--- config.mk ---
export PLATFORM = sky130hd
export DESIGN_NAME = layer1_seq_ctrl
export DESIGN_NICKNAME = d
export VERILOG_FILES = /design/src/rtl/lstm_ctrl_pkg.sv /design/src/rtl/nest_cnt.sv /design/src/rtl/layer1_seq_ctrl.sv
export SDC_FILE = /design/constraint.sdc
export NUM_CORES = 1
export LEC_CHECK = 0
export ABC_AREA = 1
export BUFFER_PORTS_ARGS = -buffer_cell sky130_fd_sc_hd__buf_4
export CAP_MARGIN = 20
export CORE_MARGIN = 5
export CORE_UTILIZATION = 25
export CTS_CLUSTER_DIAMETER = 60
export DETAILED_ROUTE_END_ITERATION = 6
export GPL_TIMING_DRIVEN = 0
export PLACE_DENSITY = 0.47
export SKIP_LAST_GASP = 1
export SYNTH_ARGS = -nofsm -noshare
export SYNTH_HDL_FRONTEND = slang
export SYNTH_SLANG_ARGS = --single-unit
--- constraint.sdc ---
create_clock -name clk -period 3.6 [get_ports clk]
set_input_delay 0.36 -clock clk [delete_from_list [all_inputs] [get_ports clk]]
set_output_delay 0.36 -clock clk [all_outputs]
set_load 0.01 [all_outputs]
--- src/rtl/lstm_ctrl_pkg.sv ---
// Shared definitions for the LSTM layer sequencers: FSM state encoding and default geometry.
// Latency: n/a (types and constants only).
// Backpressure: n/a.
package lstm_ctrl_pkg;

    localparam int DEF_WIDTH    = 12;
    localparam int DEF_TIMESTEP = 7;
    localparam int DEF_INPUT    = 53;
    localparam int DEF_CELL     = 53;
    localparam int DEF_ACT_LAT  = 2;

    typedef enum logic [2:0] {
        ST_IDLE  = 3'd0,
        ST_ACC   = 3'd1,
        ST_WAIT  = 3'd2,
        ST_WRITE = 3'd3,
        ST_DONE  = 3'd4
    } seq_state_t;

endpackage

--- src/rtl/nest_cnt.sv ---
// Three-level k/n/t index counter; k steps alone, n steps with carry into t.
// Latency: counts update on the clock edge; *_nxt expose the value about to be loaded.
// Backpressure: none; the caller gates the level enables.
module nest_cnt #(
    parameter int W      = 12,
    parameter int K_TERM = 52,
    parameter int N_TERM = 52,
    parameter int T_TERM = 6
) (
    input  logic         clk,
    input  logic         rst,
    input  logic         clr,
    input  logic         inc_k,
    input  logic         inc_n,
    output logic [W-1:0] k_nxt,
    output logic [W-1:0] n,
    output logic [W-1:0] n_nxt,
    output logic [W-1:0] t,
    output logic [W-1:0] t_nxt,
    output logic         k_wrap,
    output logic         n_wrap,
    output logic         t_wrap
);

    localparam logic [W-1:0] K_T = W'(K_TERM);
    localparam logic [W-1:0] N_T = W'(N_TERM);
    localparam logic [W-1:0] T_T = W'(T_TERM);

    logic [W-1:0] k;

    // Wrap flags: a level is at its terminal count and is being stepped (t steps only on n carry)
    always_comb begin
        k_wrap = inc_k && (k == K_T);
        n_wrap = inc_n && (n == N_T);
        t_wrap = n_wrap && (t == T_T);
    end

    // Next count for every level; clear has priority over stepping
    always_comb begin
        k_nxt = k;
        n_nxt = n;
        t_nxt = t;
        if (clr) begin
            k_nxt = '0;
            n_nxt = '0;
            t_nxt = '0;
        end else begin
            if (inc_k) begin
                k_nxt = k_wrap ? '0 : k + W'(1);
            end
            if (inc_n) begin
                n_nxt = n_wrap ? '0 : n + W'(1);
                if (n_wrap) begin
                    t_nxt = t_wrap ? '0 : t + W'(1);
                end
            end
        end
    end

    // Count registers
    always_ff @(posedge clk or negedge rst) begin
        if (!rst) begin
            k <= '0;
            n <= '0;
            t <= '0;
        end else begin
            k <= k_nxt;
            n <= n_nxt;
            t <= t_nxt;
        end
    end

endmodule

--- src/rtl/layer1_seq_ctrl.sv ---
// LSTM layer-1 sequencer: per timestep t and cell n, accumulate W*x / U*h over k, wait ACT_LAT, write h/c.
// Latency: start sampled in IDLE -> ACC on the next cycle; all outputs registered and aligned to the FSM state.
// Backpressure: none; start is only honoured in IDLE. Optional LAYR1_TS_DONE_EN adds ts_done/cur_ts.
module layer1_seq_ctrl
    import lstm_ctrl_pkg::*;
#(
    parameter int WIDTH       = DEF_WIDTH,
    parameter int TIMESTEP    = DEF_TIMESTEP,
    parameter int LAYR1_INPUT = DEF_INPUT,
    parameter int LAYR1_CELL  = DEF_CELL,
    parameter int ACT_LAT     = DEF_ACT_LAT
) (
    input  logic             clk,
    input  logic             rst,
    input  logic             start,
    output logic             busy,
    output logic             done,
    output logic             acc_x_1,
    output logic             acc_h_1,
    output logic [WIDTH-1:0] addr_x1,
    output logic [WIDTH-1:0] rd_addr_w_1,
    output logic [WIDTH-1:0] rd_addr_u_1,
    output logic [WIDTH-1:0] rd_addr_b_1,
    output logic [WIDTH-1:0] rd_addr_h1,
    output logic [WIDTH-1:0] rd_addr_c1,
    output logic             wr_h1,
    output logic             wr_c1,
    output logic [WIDTH-1:0] wr_addr_h1,
`ifdef LAYR1_TS_DONE_EN
    output logic             ts_done,
    output logic [WIDTH-1:0] cur_ts,
`endif
    output logic [WIDTH-1:0] wr_addr_c1
);

    localparam logic [WIDTH-1:0] IN_W   = WIDTH'(LAYR1_INPUT);
    localparam logic [WIDTH-1:0] CELL_W = WIDTH'(LAYR1_CELL);
    localparam logic [WIDTH-1:0] LAT_T  = WIDTH'(ACT_LAT - 1);

    seq_state_t state, state_d;

    logic [WIDTH-1:0] k_nxt, n_cur, n_nxt, t_cur, t_nxt;
    logic             k_wrap, n_wrap, t_wrap;
    logic             clr_cnt, inc_k, inc_n;

    logic [WIDTH-1:0] lat;
    logic             lat_last;

    // Running products kept as bases: tx=t*IN, tc=t*CELL, nw=n*IN, nu=n*CELL
    logic [WIDTH-1:0] tx_base, tc_base, nw_base, nu_base;
    logic [WIDTH-1:0] tx_base_d, tc_base_d, nw_base_d, nu_base_d;
    logic             adv_n, adv_t, clr_base;

    logic             busy_d, done_d, acc_x_d, acc_h_d, wr_d, enter_acc;
    logic [WIDTH-1:0] addr_x_d, addr_w_d, addr_u_d, addr_b_d, addr_h_d, addr_c_d, wr_addr_d;

    assign clr_cnt = (state == ST_IDLE) || (state == ST_DONE);
    assign inc_k   = (state == ST_ACC);
    assign inc_n   = (state == ST_WRITE);

    nest_cnt #(
        .W      (WIDTH),
        .K_TERM (LAYR1_INPUT - 1),
        .N_TERM (LAYR1_CELL - 1),
        .T_TERM (TIMESTEP - 1)
    ) u_nest_cnt (
        .clk    (clk),
        .rst    (rst),
        .clr    (clr_cnt),
        .inc_k  (inc_k),
        .inc_n  (inc_n),
        .k_nxt  (k_nxt),
        .n      (n_cur),
        .n_nxt  (n_nxt),
        .t      (t_cur),
        .t_nxt  (t_nxt),
        .k_wrap (k_wrap),
        .n_wrap (n_wrap),
        .t_wrap (t_wrap)
    );

    // FSM state register
    always_ff @(posedge clk or negedge rst) begin
        if (!rst) begin
            state <= ST_IDLE;
        end else begin
            state <= state_d;
        end
    end

    // FSM next state: k wrap ends ACC, latency counter ends WAIT, t wrap in WRITE ends the run
    always_comb begin
        state_d = state;
        case (state)
            ST_IDLE:  if (start) state_d = ST_ACC;
            ST_ACC:   if (k_wrap) state_d = ST_WAIT;
            ST_WAIT:  if (lat_last) state_d = ST_WRITE;
            ST_WRITE: state_d = t_wrap ? ST_DONE : ST_ACC;
            ST_DONE:  state_d = ST_IDLE;
            default:  state_d = ST_IDLE;
        endcase
    end

    assign lat_last = (state == ST_WAIT) && (lat == LAT_T);

    // Activation-latency counter, live only in WAIT
    always_ff @(posedge clk or negedge rst) begin
        if (!rst) begin
            lat <= '0;
        end else if ((state == ST_WAIT) && !lat_last) begin
            lat <= lat + WIDTH'(1);
        end else begin
            lat <= '0;
        end
    end

    // Base updates: next cell steps the n bases, next timestep steps the t bases and rewinds n
    always_comb begin
        adv_n     = (state == ST_WRITE) && !n_wrap;
        adv_t     = (state == ST_WRITE) && n_wrap && !t_wrap;
        clr_base  = (state == ST_IDLE) || (state == ST_DONE);
        tx_base_d = tx_base;
        tc_base_d = tc_base;
        nw_base_d = nw_base;
        nu_base_d = nu_base;
        if (clr_base) begin
            tx_base_d = '0;
            tc_base_d = '0;
            nw_base_d = '0;
            nu_base_d = '0;
        end else if (adv_n) begin
            nw_base_d = nw_base + IN_W;
            nu_base_d = nu_base + CELL_W;
        end else if (adv_t) begin
            tx_base_d = tx_base + IN_W;
            tc_base_d = tc_base + CELL_W;
            nw_base_d = '0;
            nu_base_d = '0;
        end
    end

    // Base registers
    always_ff @(posedge clk or negedge rst) begin
        if (!rst) begin
            tx_base <= '0;
            tc_base <= '0;
            nw_base <= '0;
            nu_base <= '0;
        end else begin
            tx_base <= tx_base_d;
            tc_base <= tc_base_d;
            nw_base <= nw_base_d;
            nu_base <= nu_base_d;
        end
    end

    // FSM outputs: decode the upcoming state so the registered outputs line up with it;
    // addresses load a base on ACC entry and then step by one, otherwise they hold
    always_comb begin
        busy_d    = (state_d == ST_ACC) || (state_d == ST_WAIT) || (state_d == ST_WRITE);
        done_d    = (state_d == ST_DONE);
        acc_x_d   = (state_d == ST_ACC);
        acc_h_d   = acc_x_d && (t_nxt != '0) && (k_nxt < CELL_W);
        wr_d      = (state_d == ST_WRITE);
        enter_acc = acc_x_d && (state != ST_ACC);
        addr_x_d  = addr_x1;
        addr_w_d  = rd_addr_w_1;
        addr_b_d  = rd_addr_b_1;
        addr_h_d  = rd_addr_h1;
        addr_u_d  = rd_addr_u_1;
        addr_c_d  = rd_addr_c1;
        wr_addr_d = wr_addr_h1;
        if (acc_x_d) begin
            if (enter_acc) begin
                addr_x_d = tx_base_d;
                addr_w_d = nw_base_d;
                addr_b_d = n_nxt;
            end else begin
                addr_x_d = addr_x1 + WIDTH'(1);
                addr_w_d = rd_addr_w_1 + WIDTH'(1);
            end
        end
        if (acc_h_d) begin
            // U*h runs k=0..CELL-1, so its first cycle is always the ACC entry
            if (enter_acc) begin
                addr_h_d = tc_base_d - CELL_W;
                addr_u_d = nu_base_d;
            end else begin
                addr_h_d = rd_addr_h1 + WIDTH'(1);
                addr_u_d = rd_addr_u_1 + WIDTH'(1);
            end
        end
        if (wr_d) begin
            wr_addr_d = tc_base + n_cur;
            addr_c_d  = (t_cur != '0) ? (tc_base - CELL_W + n_cur) : '0;
        end
    end

    // Output registers
    always_ff @(posedge clk or negedge rst) begin
        if (!rst) begin
            busy        <= 1'b0;
            done        <= 1'b0;
            acc_x_1     <= 1'b0;
            acc_h_1     <= 1'b0;
            addr_x1     <= '0;
            rd_addr_w_1 <= '0;
            rd_addr_u_1 <= '0;
            rd_addr_b_1 <= '0;
            rd_addr_h1  <= '0;
            rd_addr_c1  <= '0;
            wr_h1       <= 1'b0;
            wr_c1       <= 1'b0;
            wr_addr_h1  <= '0;
            wr_addr_c1  <= '0;
        end else begin
            busy        <= busy_d;
            done        <= done_d;
            acc_x_1     <= acc_x_d;
            acc_h_1     <= acc_h_d;
            addr_x1     <= addr_x_d;
            rd_addr_w_1 <= addr_w_d;
            rd_addr_u_1 <= addr_u_d;
            rd_addr_b_1 <= addr_b_d;
            rd_addr_h1  <= addr_h_d;
            rd_addr_c1  <= addr_c_d;
            wr_h1       <= wr_d;
            wr_c1       <= wr_d;
            wr_addr_h1  <= wr_addr_d;
            wr_addr_c1  <= wr_addr_d;
        end
    end

`ifdef LAYR1_TS_DONE_EN
    // Timestep-complete pulse the cycle after the last cell's WRITE; cur_ts trails t by one cycle
    // so that it still names the finished timestep while ts_done is high
    always_ff @(posedge clk or negedge rst) begin
        if (!rst) begin
            ts_done <= 1'b0;
            cur_ts  <= '0;
        end else begin
            ts_done <= n_wrap;
            cur_ts  <= t_cur;
        end
    end
`endif

endmodule

; ---- Word-level counts from Yosys, hierarchy flattened
; Index checks and enable logic that the tools add are counted.
; W data, S select, Z words.
[word_totals]
ff_bits = 188
in_bits = 3
out_inout_bits = 102
wordCells = 105
[op_classes]
add_sub_neg = 16
magnitude_cmp = 1
n_eq_ne = 13
mux = 33
n_reduce_logical = 21
[ops]
columns = operator, count
row1 = $mux W12, 28
row2 = $add A12 B1 Y12 const B, 8
row3 = $add A12 B6 Y12 const B, 4
row4 = $add A12 B12 Y12, 2
row5 = $eq A12 B6 Y1 const B, 2
row6 = $reduce_bool A12 Y1, 2
row7 = $sub A12 B6 Y12 const B, 2
row8 = $eq A12 B1 Y1 const B, 1
row9 = $eq A12 B3 Y1 const B, 1
row10 = $eq A3 B2 Y1 const B, 4
row11 = $lt A12 B6 Y1 const B, 1
row12 = $mux W3, 4
row13 = $pmux W3 S4, 1
row14 = $logic_and A1 B1 Y1, 11
row15 = $eq A3 B1 Y1 const B, 2
row16 = $eq A3 B3 Y1 const B, 2
row17 = $logic_not A1 Y1, 3
row18 = $logic_not A3 Y1, 1
row19 = $logic_or A1 B1 Y1, 3
row20 = $ne A3 B1 Y1 const B, 1
row21 = $reduce_and A2 Y1, 1

; ---- Logic depth before layout (Yosys ltp)
[depth]
ltp_word = 10
mapped_depth = 20
mapped_depth_nobuf = 19

; ---- Modules after synthesis
; A second synthesis with hierarchy kept.
[hier_totals]
cells_unflattened = 1535
area_unflattened_um2 = 11467.2
[modules_own_cells]
columns = module, n_inst, cells_per_inst, area_per_inst_um2, seq_area_each_um2
row1 = layer1_seq_ctrl, 1, 1210, 9236.4, 3803.6
row2 = nest_cnt, 1, 325, 2230.9, 900.9

; ---- Worst setup path before layout
; No wires, ideal clock.
[synth_timing]
path_kind = reg-to-reg
from = reg u_nest_cnt.n[1]
to = reg rd_addr_h1[8]
setup_time_ns = 0.124
t_arrival_ns = 2.379
t_required_ns = 3.476
setup_slack_ns = 1.097
path_stages_with_launch = 20
path_buffers = 1
synth_period_minus_slack_ns = 2.503
path_cell_list = dfrtp_1 inv_1 ha_1 nand2_1 nor2_1 nand2_1 nor2_1 nand3_1 buf_2 nand2_1 nand3_1 ha_1 inv_1 nand4_1 nand2_1 nand3_1 a21oi_1 nand2_1 o211ai_1 nand2_1
[synth_between]
elab_chain_cells = 10
elab_cells_between_ends = 24
cone_classes = add/sub: 1 / eq/ne: 2 / mux: 10 / reduce/logical: 11
[synth_rtl]
columns = element, line_no
row1 = start: declaration, nest_cnt.sv:16  ; output logic [W-1:0] n,
row2 = start signal: assignment, nest_cnt.sv:68  ; n <= n_nxt;
row3 = $eq A12 B6 Y1 (*), nest_cnt.sv:34  ; n_wrap = inc_n && (n == N_T);
row4 = $logic_and A1 B1 Y1 (*), nest_cnt.sv:34
row5 = $logic_and A1 B1 Y1, nest_cnt.sv:35  ; t_wrap = n_wrap && (t == T_T);
row6 = $logic_not A1 Y1 / $mux W12 (equally long branches), "layer1_seq_ctrl.sv:120, nest_cnt.sv:54"
row7 = $logic_and A1 B1 Y1 / $mux W12 (equally long branches), "layer1_seq_ctrl.sv:120, nest_cnt.sv:53"
row8 = $mux W12 (on tied branches), "layer1_seq_ctrl.sv:134, nest_cnt.sv:51"
row9 = $mux W12 (on tied branches), "layer1_seq_ctrl.sv:131, nest_cnt.sv:43"
row10 = $mux W12 / $reduce_bool A12 Y1 (equally long branches), "layer1_seq_ctrl.sv:126, layer1_seq_ctrl.sv:163"
row11 = $sub A12 B6 Y12 / $logic_and A1 B1 Y1 (equally long branches), "layer1_seq_ctrl.sv:186, layer1_seq_ctrl.sv:163"
row12 = $mux W12 / $logic_and A1 B1 Y1 (equally long branches), "layer1_seq_ctrl.sv:185, layer1_seq_ctrl.sv:163"
row13 = end signal: assignment, layer1_seq_ctrl.sv:225  ; rd_addr_h1 <= addr_h_d;
row14 = end: declaration, layer1_seq_ctrl.sv:24  ; output logic [WIDTH-1:0] rd_addr_h1,
; Mark *: on every way between the ends. The rest lies on a longest branch, timed or not.
; A chain may end at the register's enable or synchronous reset.

; ---- Final worst setup path
[layout_timing]
from = reg state[0]
to = reg rd_addr_w_1[8]
[layout_between]
elab_cells_between_ends = 27
cone_classes = eq/ne: 6 / mux: 9 / reduce/logical: 12
[layout_rtl]
columns = element, line_no
row1 = start: declaration, layer1_seq_ctrl.sv:40  ; seq_state_t state, state_d;
row2 = start signal: assignment, layer1_seq_ctrl.sv:87  ; state <= state_d;
row3 = $eq A3 B2 Y1, "layer1_seq_ctrl.sv:59, layer1_seq_ctrl.sv:94"
row4 = $logic_and A1 B1 Y1, nest_cnt.sv:34
row5 = $logic_and A1 B1 Y1, nest_cnt.sv:35
row6 = $mux W3, layer1_seq_ctrl.sv:98  ; ST_WRITE: state_d = t_wrap ? ST_DONE : ST_ACC;
row7 = $pmux W3 S4 (*), layer1_seq_ctrl.sv:94  ; case (state)
row8 = via state_d[0], layer1_seq_ctrl.sv:40
row9 = $eq A3 B1 Y1 (*), layer1_seq_ctrl.sv:162  ; acc_x_d = (state_d == ST_ACC);
row10 = $logic_and A1 B1 Y1, layer1_seq_ctrl.sv:165  ; enter_acc = acc_x_d && (state != ST_ACC);
row11 = $mux W12, layer1_seq_ctrl.sv:174  ; if (enter_acc) begin
row12 = end signal: assignment, layer1_seq_ctrl.sv:222  ; rd_addr_w_1 <= addr_w_d;
row13 = end: declaration, layer1_seq_ctrl.sv:21  ; output logic [WIDTH-1:0] rd_addr_w_1,
; The timed path passes the listed nets; every way through them passes the cells marked *.

==> run summary <==
status: completed
Core ar.: 45380 um2
IR drop worst, VDD: 0.2346 mV
WP data arrival: 3610 ps
MaxCap Viol Count: 0
most common cell in the netlist: nand2_1
P&R area growth vs syn: 19.01%
final max-slew violation count: 0
Synth area leaders: dfrtp_1 41%, nand2_1 13%, inv_1 6.6%
chip height: 224.4 um
Hold Path Class: in2reg
EDFF count, synth: 0
Root Driver: clkbuf_16
Design Area, Final: 13680 um2
H-tree depth: 4
Post CTS Setup Buffer Count: 0
Place WS: 265.6 ps
Final #Nets: 1724
Seq/Total Area, Yosys: 40.93%
top cell type's share of synthesized area: 40.93%
ys async rst share: 100.0%
RR Endpoint: rd_addr_w_1[8]
library cells used by synthesis: 48
CTS Buf Count: 17
CTS clock-pin slew for the worst setup and hold paths: 80 ps
worst hold path endpoint: state[0]
post-DP HPWL: 26320 um
CP Max Fanout: 10
n_diodes: 0
FF+latch count, synth: 188
Clock Latency Late Sink: 460 ps
final wirelength: 34900 um
clk sinks: 188
layout cells sized above 1: 12.37%
global-route wire length before repair: 56090 um
worst slew pin tran: 819.2 ps
critical path depth: 8
slew margin rel.: 45.39%
area leader, netlist: dfrtp_1
vias: 10.46k
slowest stage cell, crit path: nor3_1
Synth Flop Type: dfrtp_1
Worst Hold Path Cells: 5
P per Cell Area: 304.7 nW/um2
Critical Path Max Stage Delay: 690 ps
Post-Syn Area per Cell: 7.449 um2
Req. time, crit path: 3970 ps
startpoint types: register
Vias/cell: 4.583
Setup Skew: 14.55 ps
die area: 50360 um2
setup_tns: 0 ps
critical-path cell list: nor3_1 -> nand4_1 -> o211ai_2 -> nand3_1 -> inv_2 -> clkbuf_1 -> nand2_1 -> a31oi_1
maximum clock insertion buffer count: 2
Final min period: 3235 ps
YS warnings: 0
WP buf/inv: 2
fmax: 309.1 MHz
synthesized cell area: 11490 um2
top cell family by delay on the critical path: simple AND/OR/NAND/NOR gates
GR Overflow Total: 0
Post-route DRC: 0
crit path capture type: register
Post-synth top cells: 400 x nand2_1, 203 x inv_1, 188 x dfrtp_1
RSZ-0062 raised after global routing: false
r2r setup slk: 360 ps
Tcrit/Tclk final: 89.86%
DR iter-0 viols: 620
path type of the worst setup path: reg2reg
cells after synthesis: 1543
hold_sp: start
post-route ant nets: 0
Final Worst Setup Slack: 364.9 ps
Mapped Nets: 1598
routed len/inst: 15.29 um
reg2reg start: state[0]
die width: 224.4 um
total global-route track usage: 13.84%
Std-Cell Rows: 78
placed cell areas: 13060 um2
starting density of the core: 25.33%
endpoints failing hold: 0
first-pass iteration count of the detailed router: 5
Pleak: 7.113 nW
largest net degree at the start of global routing: 102
Ports: 105
number of global-route vias before repair: 10.06k
Worst R2R Path Depth: 8
CTS tree: done
IO buf count: 104
setup violators final: 0
initial antenna violation count: 0
RePlAce Congestion: 0.8395
worst max path at each step:
stage / from / end / slack [ps]
6_report: state[0] / rd_addr_w_1[8] / 360
5_1_grt: u_nest_cnt.n[1] / rd_addr_w_1[10] / 90
4_1_cts: u_nest_cnt.n[1] / rd_addr_w_1[5] / 240
3_5_place_dp: u_nest_cnt.n[1] / rd_addr_w_1[5] / 270
3_3_place_gp: u_nest_cnt.n[1] / rd_addr_w_1[5] / 270
2_1_floorplan: u_nest_cnt.n[1] / rd_addr_h1[8] / 1100
repair_timing:
action                                  CTS  global route
hold buffers                              1             0
endpoints found under the setup margin    0             1
gates resized for setup                   0             2
hold endpoints to repair                  1             0
per-stage QoR:
step	cells	total power [mW]	hold WS, ps	util (%)
final	2282	4.168	398.2	30.14
after global routing	2282	4.322	438.8	30.14
after CTS	2281	4.242	372.8	30.13
after detailed placement	2248	2.205	468.1	28.78
after global placement	2247	2.200	468.7	28.70
after floorplan	1543	2.152	64.41	-
metal layers:
layer  share of wire [%]  global-route usage [%]  vias to the layer above
met5                   0                       0                        -
met4                 1.2                   3.025                        0
met3                 4.7                   2.649                       21
met2                  46                   22.12                      228
met1                  49                   19.56                     5008
li1                    -                       -                     5202
power by group:
group	internal (mW)	switching (mW)	leakage (nW)
Clock	1.05	0.957	0.295
Sequential	2.11	0	2.49
Combinational	0.00594	0.0436	4.33
cell type report:
type / count / area, um2
well taps: 600 / 750.7
plain buffers: 55 / 301.5
flip-flops and latches: 188 / 4705
clock buffers: 17 / 425.4
repair buffers: 107 / 830.8
fillers: 4897 / 31700
clock inverters: 15 / 176.4
inverters: 213 / 800.8
multi-input cells: 1087 / 5688
layout by cell type (no fill, tap or decap), types with 47 or more instances in the layout:
master,instances
a21oi_1,69
ha_1,47
dfrtp_1,188
nand3_1,121
xor2_1,52
nor3_1,47
nand2_1,400
buf_4,121
nor2_1,133
o21ai_0,79
inv_1,203
worst register-to-register path, cell delays in order (launching register included):
cell,delay (ps)
dfrtp_1,440
nor3_1,690
nand4_1,360
o211ai_2,190
nand3_1,370
inv_2,270
clkbuf_1,470
nand2_1,190
a31oi_1,180
kinds of logic (layout without fill, tap and decap cells):
kind of cell	after synthesis	after routing	synth area share [%]
XOR/XNOR	64	64	4.877
AND/OR/NAND/NOR	759	759	28.36
buffers and inverters	268	407	9.580
adder cells (fa/ha/maj)	52	52	5.987
flip-flops	188	188	40.93
AO/OA/AOI/OAI	212	212	10.27
registers in the layout, summed over array words and instances (netlist names):
register      flops
acc_h_1           1
tc_base          12
lat              12
u_nest_cnt.n     12
rd_addr_w_1      12
done              1
nu_base          12
rd_addr_b_1      12
state             3
wr_c1             1
u_nest_cnt.t     12
acc_x_1           1
rd_addr_c1       12
rd_addr_h1       12
rd_addr_u_1      12
nw_base          12
tx_base          12
u_nest_cnt.k     12
wr_addr_c1       12
busy              1
addr_x1          12
Note: power is estimated with default switching activity, not from simulation.
